$ cat config.mk
export PLATFORM = sky130hd
export DESIGN_NAME = serial_adder_ctrl
export DESIGN_NICKNAME = d
export VERILOG_FILES = /design/src/rtl/adder_pkg.sv /design/src/rtl/nibble_adder_cin.sv /design/src/rtl/serial_adder_ctrl.sv
export SDC_FILE = /design/constraint.sdc
export NUM_CORES = 1
export LEC_CHECK = 0
export BUFFER_PORTS_ARGS = -buffer_cell sky130_fd_sc_hd__buf_2
export CAP_MARGIN = 20
export CORE_UTILIZATION = 45
export CTS_BUF_LIST = sky130_fd_sc_hd__clkbuf_4 sky130_fd_sc_hd__clkbuf_8
export CTS_CLUSTER_DIAMETER = 120
export DETAILED_ROUTE_END_ITERATION = 8
export GPL_TIMING_DRIVEN = 0
export PLACE_DENSITY = 0.63
export SLEW_MARGIN = 10
export SYNTH_ARGS = -nofsm -noshare
export SYNTH_HDL_FRONTEND = slang
export SYNTH_SLANG_ARGS = --single-unit
$ cat constraint.sdc
create_clock -name clk -period 4.2 [get_ports clk]
set_input_delay 0.84 -clock clk [delete_from_list [all_inputs] [get_ports clk]]
set_output_delay 0.84 -clock clk [all_outputs]
set_load 0.05 [all_outputs]
$ cat src/rtl/adder_pkg.sv
// Shared constants and FSM encoding for the serial nibble adder.
package adder_pkg;

    localparam int unsigned NIBBLE_W = 4;

    typedef enum logic [1:0] {
        IDLE = 2'd0,
        RUN  = 2'd1,
        DONE = 2'd2
    } state_t;

endpackage

$ cat src/rtl/nibble_adder_cin.sv
// 4-bit ripple adder built from four full adders with an explicit carry-in.
module nibble_adder_cin
    import adder_pkg::*;
(
    input  logic [NIBBLE_W-1:0] a,
    input  logic [NIBBLE_W-1:0] b,
    input  logic                cin,
    output logic [NIBBLE_W-1:0] s,
    output logic                cout
);

    logic [NIBBLE_W:0] c;

    assign c[0] = cin;

    for (genvar i = 0; i < NIBBLE_W; i++) begin : g_fa
        assign s[i]   = a[i] ^ b[i] ^ c[i];
        assign c[i+1] = (a[i] & b[i]) | (c[i] & (a[i] ^ b[i]));
    end

    assign cout = c[NIBBLE_W];

endmodule

$ cat src/rtl/serial_adder_ctrl.sv
// Wide adder that walks one shared nibble adder LSB-first over NIBBLES cycles,
// keeping the ripple carry in a register between slices.
module serial_adder_ctrl
    import adder_pkg::*;
#(
    parameter int unsigned NIBBLES = 4
) (
    input  logic                        clk,
    input  logic                        rst_n,
    input  logic                        start,
    input  logic [NIBBLE_W*NIBBLES-1:0] a,
    input  logic [NIBBLE_W*NIBBLES-1:0] b,
    output logic                        in_ready,
    output logic                        busy,
    output logic [NIBBLE_W*NIBBLES-1:0] sum,
    output logic                        cout,
    output logic                        done
);

    localparam int unsigned W     = NIBBLE_W * NIBBLES;
    localparam int unsigned IDX_W = $clog2(NIBBLES);

    state_t               state_q, state_d;
    logic [W-1:0]         a_q, b_q, acc_q, acc_next, sum_q;
    logic                 carry_q, cout_q;
    logic [IDX_W-1:0]     idx_q;
    logic [NIBBLE_W-1:0]  nib_a, nib_b, nib_sum;
    logic                 nib_cout;
    logic                 accept, last;

    assign accept = start && (state_q == IDLE);
    assign last   = (idx_q == IDX_W'(NIBBLES - 1));
    assign nib_a  = a_q[idx_q*NIBBLE_W +: NIBBLE_W];
    assign nib_b  = b_q[idx_q*NIBBLE_W +: NIBBLE_W];

    nibble_adder_cin u_nibble_adder (
        .a    (nib_a),
        .b    (nib_b),
        .cin  (carry_q),
        .s    (nib_sum),
        .cout (nib_cout)
    );

    // Partial sum with the current slice merged in; on the last slice this is the full result.
    always_comb begin
        acc_next = acc_q;
        acc_next[idx_q*NIBBLE_W +: NIBBLE_W] = nib_sum;
    end

    always_comb begin
        state_d = state_q;
        case (state_q)
            IDLE:    if (start) state_d = RUN;
            RUN:     if (last) state_d = DONE;
            DONE:    state_d = IDLE;
            default: state_d = IDLE;
        endcase
    end

    always_ff @(posedge clk or negedge rst_n) begin
        if (!rst_n) begin
            state_q <= IDLE;
        end else begin
            state_q <= state_d;
        end
    end

    always_ff @(posedge clk or negedge rst_n) begin
        if (!rst_n) begin
            a_q     <= '0;
            b_q     <= '0;
            acc_q   <= '0;
            sum_q   <= '0;
            carry_q <= 1'b0;
            cout_q  <= 1'b0;
            idx_q   <= '0;
        end else if (accept) begin
            a_q     <= a;
            b_q     <= b;
            acc_q   <= '0;
            carry_q <= 1'b0;
            idx_q   <= '0;
        end else if (state_q == RUN) begin
            acc_q   <= acc_next;
            carry_q <= nib_cout;
            // idx holds on the final slice so it never wraps.
            if (last) begin
                sum_q  <= acc_next;
                cout_q <= nib_cout;
            end else begin
                idx_q <= idx_q + 1'b1;
            end
        end
    end

    assign in_ready = (state_q == IDLE);
    assign busy     = (state_q == RUN) || (state_q == DONE);
    assign done     = (state_q == DONE);
    assign sum      = sum_q;
    assign cout     = cout_q;

endmodule

==> results of run 1 <==
[routing by layer]
layer | vias up | wire (um) | track usage [%] | share of wire [%]
li1 | 1299 | - | - | -
met1 | 1270 | 3340 | 26.8 | 45
met2 | 64 | 3740 | 34.7 | 50
met3 | 5 | 316 | 2.79 | 4.2
met4 | 0 | 68 | 8.20 | 0.91
met5 | - | 0 | 0 | 0
[cell usage after synthesis (all sizes together)]
cell type	number
nand4	1
o31a	1
buf	9
mux2i	5
inv	25
or3	1
o21ai	1
mux2	9
dfrtp	70
nor3b	1
nand2b	3
ha	9
a32oi	2
a21oi	27
xnor2	1
a22oi	6
and2	3
a211oi	1
nor4bb	3
nand4bb	3
nand2	110
o22ai	9
nand3	3
nor2b	7
fa	4
and4bb	2
nor2	12
a31oi	1
or4	3
mux4	8
clkbuf	11
[cell families (layout without fill, tap and decap cells)]
kind of cell,count (synthesis),count (layout),synth area share (%)
compound gates,48,48,8.11
xor+xnor,1,1,0.252
fa+ha+maj,13,13,5.55
buf+inv,45,116,5.98
flops,70,70,50.5
mux,22,22,9.77
simple gates,152,152,19.9
[through the flow]
stage          total power (uW)  utilization [%]  hold slack (ns)
2_1_floorplan              2480                -            0.440
3_3_place_gp               2950             52.5            0.453
3_5_place_dp               2990             52.9            0.461
4_1_cts                    3550             55.6            0.393
5_1_grt                    3790             55.6            0.407
6_report                   3520             55.6            0.394
[state kept, by name, summed over array words and instances (netlist names)]
name and count:
a_q 16, acc_q 16, b_q 16, sum 16, idx_q 2, state_q 2, carry_q 1, cout 1
[path summary, 6_finish.rpt]
path | start | to | slack (ns) | depth (start not counted)
setup reg to reg | idx_q[1] | sum[7] | 0.42 | 12
setup / recovery | idx_q[1] | sum[7] | 0.42 | 12
hold reg to reg | a_q[11] | a_q[11] | 0.47 | 2
max in group asynchronous | rst_n | a_q[1] | 3.26 | 2
hold / removal | rst_n | sum[5] | 0.39 | 1
min in group clk | a_q[11] | a_q[11] | 0.47 | 2
[layout make-up]
type                       count  area (um^2)
clock inverter                 4         45.0
inverter                      25         93.8
timing repair buffer          55          300
fill                         679         3270
tap                           99          124
clock buffer                  12          159
buffer                        20          114
sequential                    70         1750
multi-input combinational    236         1510
[critical path: stages (launching register included)]
cell and delay, ns:
dfrtp_1 0.42, clkbuf_1 0.52, mux4_2 0.33, inv_1 0.06, fa_1 0.37, inv_1 0.07
fa_1 0.15, inv_1 0.05, fa_1 0.37, fa_1 0.59, nor4bb_1 0.47, mux2i_1 0.14
a21oi_1 0.16
[power by group through the flow]
| stage | Clock [uW] | Sequential (uW) | Combinational (uW) |
|---|---|---|---|
| 6_report | 558 | 1080 | 1880 |
| 5_1_grt | 600 | 1110 | 2080 |
| 4_1_cts | 570 | 1080 | 1900 |
| 3_5_place_dp | 0 | 1090 | 1890 |
| 3_3_place_gp | 0 | 1080 | 1870 |
| 2_1_floorplan | 0 | 1300 | 1180 |
==> flow_summary.toml, run 1 <==
[setup_path]
worst_ep_required_time_ns = 4.46
criticalPathCategory = "flop to flop"
critPathLaunchType = "flop"
critPathCaptureType = "flop"
cp_max_fo = 10
arrival_ns = 4.05

[place]
placed_area_um2 = 3900
globalplace.congestion = 0.800
dp.cells = 505
port_buffers = 54
pre_cts_slack_ns = 0.399
dpl.hpwl_mm = 5.33

[clock_tree]
cts_resized = 0
cts_htree_levels = 3
cts_hold_buffers = 0
ctsLongestPathBuffers = 2
root_buffer = "clkbuf_8"
numClockSinks = 70
clk_latency_ns = 0.34
cts_made_buffers = 9
cts_setup_buffers = 0
clkTransAtPathRegs_ns = 0.07
cts_tree = "yes"

[pwr]
power.internal_uw = 1910
p_per_area_nw_per_um2 = 859
p_leak_uw = 0.00199
p_seq_share_pct = 30.6
combPwrFrac_pct = 53.5
switching_share_pct = 45.7
p_switching_uw = 1610
p_clk_share_pct = 15.8
ir_drop_uv = 397

[yosys]
synth_area_um2 = 3470
synth_nets = 399
synth.top_cell.area_share_pct = 50.5
yosysTopAreaCell = "dfrtp_1"
yosysWarnings = 0
yosysUniqueCellTypes = 36
synth_area_leaders = "dfrtp_1 50%, nand2_1 12%, mux4_2 5.2%"
synthCells = 351
synth_seq_area_share_pct = 50.5
ys_seq_elements = 70
synth.avg_cell_area_um2 = 9.89

[timing]
rsz0062_at_grt = "false"
clock_skew_ns = 0.00540
finalSetupViolations = 0
hold_viol_final = 0
finalCritPeriodShare_pct = 90.1
fmax_mhz = 264
tns_ns = 0
worst_slack_ns = 0.416
period_minus_slack_ns = 3.78
tightest_slew_ns = 0.640
drv_slew = 0
maxSlewHeadroom_pct = 57.4

[job]
drv_cap = 0

[finish]
fin_nets = 465
diodes = 0
stdcell_area_um2 = 4100
mostFrequentLayoutCells = "110 x nand2_1, 70 x dfrtp_1, 57 x buf_2, 27 x a21oi_1, 25 x inv_1"
area_growth_pct = 18.1
layout.cells.non_filler = 521
drive_gt1_share_pct = 23.7
final_common_cell = "nand2_1"

[drt]
ant_nets = 0
drc = 0
routed_wl_mm = 7.46
via_per_inst = 5.06
drt_iter0_drc = 81
via_count = 2638
dr.pass1.iters = 4
wire_per_inst_um = 14.3

[global_routing]
track_usage_pct = 20.5
grt_pass1_vias = 2708
grt_max_degree = 49
globalRoute.totalOverflow = 0
grt_pass1_wl_mm = 12.9
antenna_found_initial = 0

[die]
start_util_pct = 47.1
core_um2 = 7370
rows = 31
die_x_um = 89.8
dieArea_um2 = 8070
ioPinCount = 55
die_h_um = 89.8

[hold_path]
hold_path_class = "primary input to async pin"

[status]
outcome = "complete, no violations"
Note: power is estimated with default switching activity, not from simulation.
==> inputs of run 2 (changes only) <==
PLACE_DENSITY = 0.66   (was 0.63)
==> run 2 against run 1 <==
Critical path depth stayed put. Clock skew decreased by 0.0013 ns. Final area is 0.37% lower. Power down 1.2%. Critical endpoint unchanged. Largest cell class unchanged.
==> flow_summary.toml, run 2 (same netlist as run 1, synthesis figures left out) <==
[place]
dp.cells = 505
port_buffers = 54
pre_cts_slack_ns = 0.575
globalplace.congestion = 0.812
placed_area_um2 = 3900
dpl.hpwl_mm = 5.21

[global_routing]
globalRoute.totalOverflow = 0
antenna_found_initial = 0
track_usage_pct = 20.5
grt_pass1_wl_mm = 12.9
grt_max_degree = 63
grt_pass1_vias = 2654

[clock_tree]
numClockSinks = 70
cts_setup_buffers = 0
clkTransAtPathRegs_ns = 0.07
ctsLongestPathBuffers = 2
cts_resized = 0
root_buffer = "clkbuf_8"
clk_latency_ns = 0.34
cts_tree = "yes"
cts_htree_levels = 3
cts_hold_buffers = 0
cts_made_buffers = 9

[die]
ioPinCount = 55
dieArea_um2 = 8070
die_h_um = 89.8
die_x_um = 89.8
rows = 31
core_um2 = 7370
start_util_pct = 47.1

[finish]
fin_util_pct = 55.4
mostFrequentLayoutCells = "110 x nand2_1, 70 x dfrtp_1, 57 x buf_2, 27 x a21oi_1, 25 x inv_1"
fin_nets = 465
stdcell_area_um2 = 4090
multi_input_area_um2 = 1510
drive_gt1_share_pct = 23.7
final-seq-area_um2 = 1750
layout.cells.non_filler = 521
fillers = 696
diodes = 0
area_growth_pct = 17.7
final_common_cell = "nand2_1"

[pwr]
ir_drop_uv = 353
combPwrFrac_pct = 53.8
p_per_area_nw_per_um2 = 852
p_seq_share_pct = 31.1
power.internal_uw = 1880
p_switching_uw = 1590
p_clk_share_pct = 15.1
switching_share_pct = 45.8
p_leak_uw = 0.00199

[drt]
drc = 0
dr.pass1.iters = 4
ant_nets = 0
drt_iter0_drc = 113
wire_per_inst_um = 14.1
via_count = 2623
routed_wl_mm = 7.34
via_per_inst = 5.03

[timing]
finalCritPeriodShare_pct = 87.4
hold_viol_final = 0
clock_skew_ns = 0.00408
tns_ns = 0
drv_slew = 0
tightest_slew_ns = 0.609
period_minus_slack_ns = 3.67
finalSetupViolations = 0
fmax_mhz = 272
maxSlewHeadroom_pct = 59.4
rsz0062_at_grt = "false"
worst_slack_ns = 0.530

[status]
outcome = "complete, no violations"

[setup_path]
criticalPathCategory = "flop to flop"
critPathCaptureType = "flop"
arrival_ns = 3.94
worst_ep_required_time_ns = 4.47
critPathLaunchType = "flop"
cp_max_fo = 10

[job]
drv_cap = 0

[hold_path]
hold_path_class = "primary input to async pin"
==> run 2: changes by cell type in the layout (fill, tap and decap cells not counted) <==
cell	previous run	this run
clkbuf_4	1	2
clkbuf_8	11	9
clkinv_2	3	4
==> run 2: layout make-up <==
class / instances / share of cell area [%]
plain buffers: 20 / 2.79
clock inverters: 5 / 1.23
flip-flops and latches: 70 / 42.9
well taps: 99 / 3.03
clock buffers: 11 / 3.40
inverters: 25 / 2.30
repair buffers: 55 / 7.35
multi-input cells: 236 / 37.0
==> run 2: metal layers <==
metal / wire length, um / track usage [%] / share of wire [%]
met4: 70 / 5.74 / 0.95
met1: 3360 / 27.5 / 46
met3: 311 / 5.41 / 4.2
met5: 0 / 0 / 0
met2: 3600 / 32.7 / 49
==> run 2: power by group through the flow <==
stage                     Combinational [uW]  Clock [uW]  Sequential (uW)
final                                   1870         526             1080
after global routing                    2070         574             1120
after CTS                               1890         543             1080
after detailed placement                1880           0             1100
after global placement                  1860           0             1080
after floorplan                         1180           0             1300
==> run 2: path summary, 6_finish.rpt <==
kind / from / endpoint / slack [ns] / cells past startpoint
min: rst_n / sum[1] / 0.32 / 1
max reg2reg: idx_q[1] / sum[7] / 0.53 / 12
min in group clk: a_q[3] / a_q[3] / 0.47 / 2
min reg2reg: a_q[3] / a_q[3] / 0.47 / 2
max: idx_q[1] / sum[7] / 0.53 / 12
max in group asynchronous: rst_n / b_q[2] / 3.35 / 2
==> run 2: worst max-delay path, stage by stage, from the launching register on <==
cell	delay (ns)
dfrtp_1	0.40
clkbuf_1	0.50
mux4_2	0.33
inv_1	0.06
fa_1	0.37
inv_1	0.07
fa_1	0.15
inv_1	0.05
fa_1	0.37
fa_1	0.58
nor4bb_1	0.42
mux2i_1	0.14
a21oi_1	0.16
==> run 2: per-stage QoR <==
stage               total power [uW]  hold slack (ns)
floorplan                       2480            0.440
global placement                2940            0.453
detailed placement              2970            0.462
CTS                             3510            0.308
global route                    3760            0.305
finish                          3480            0.322
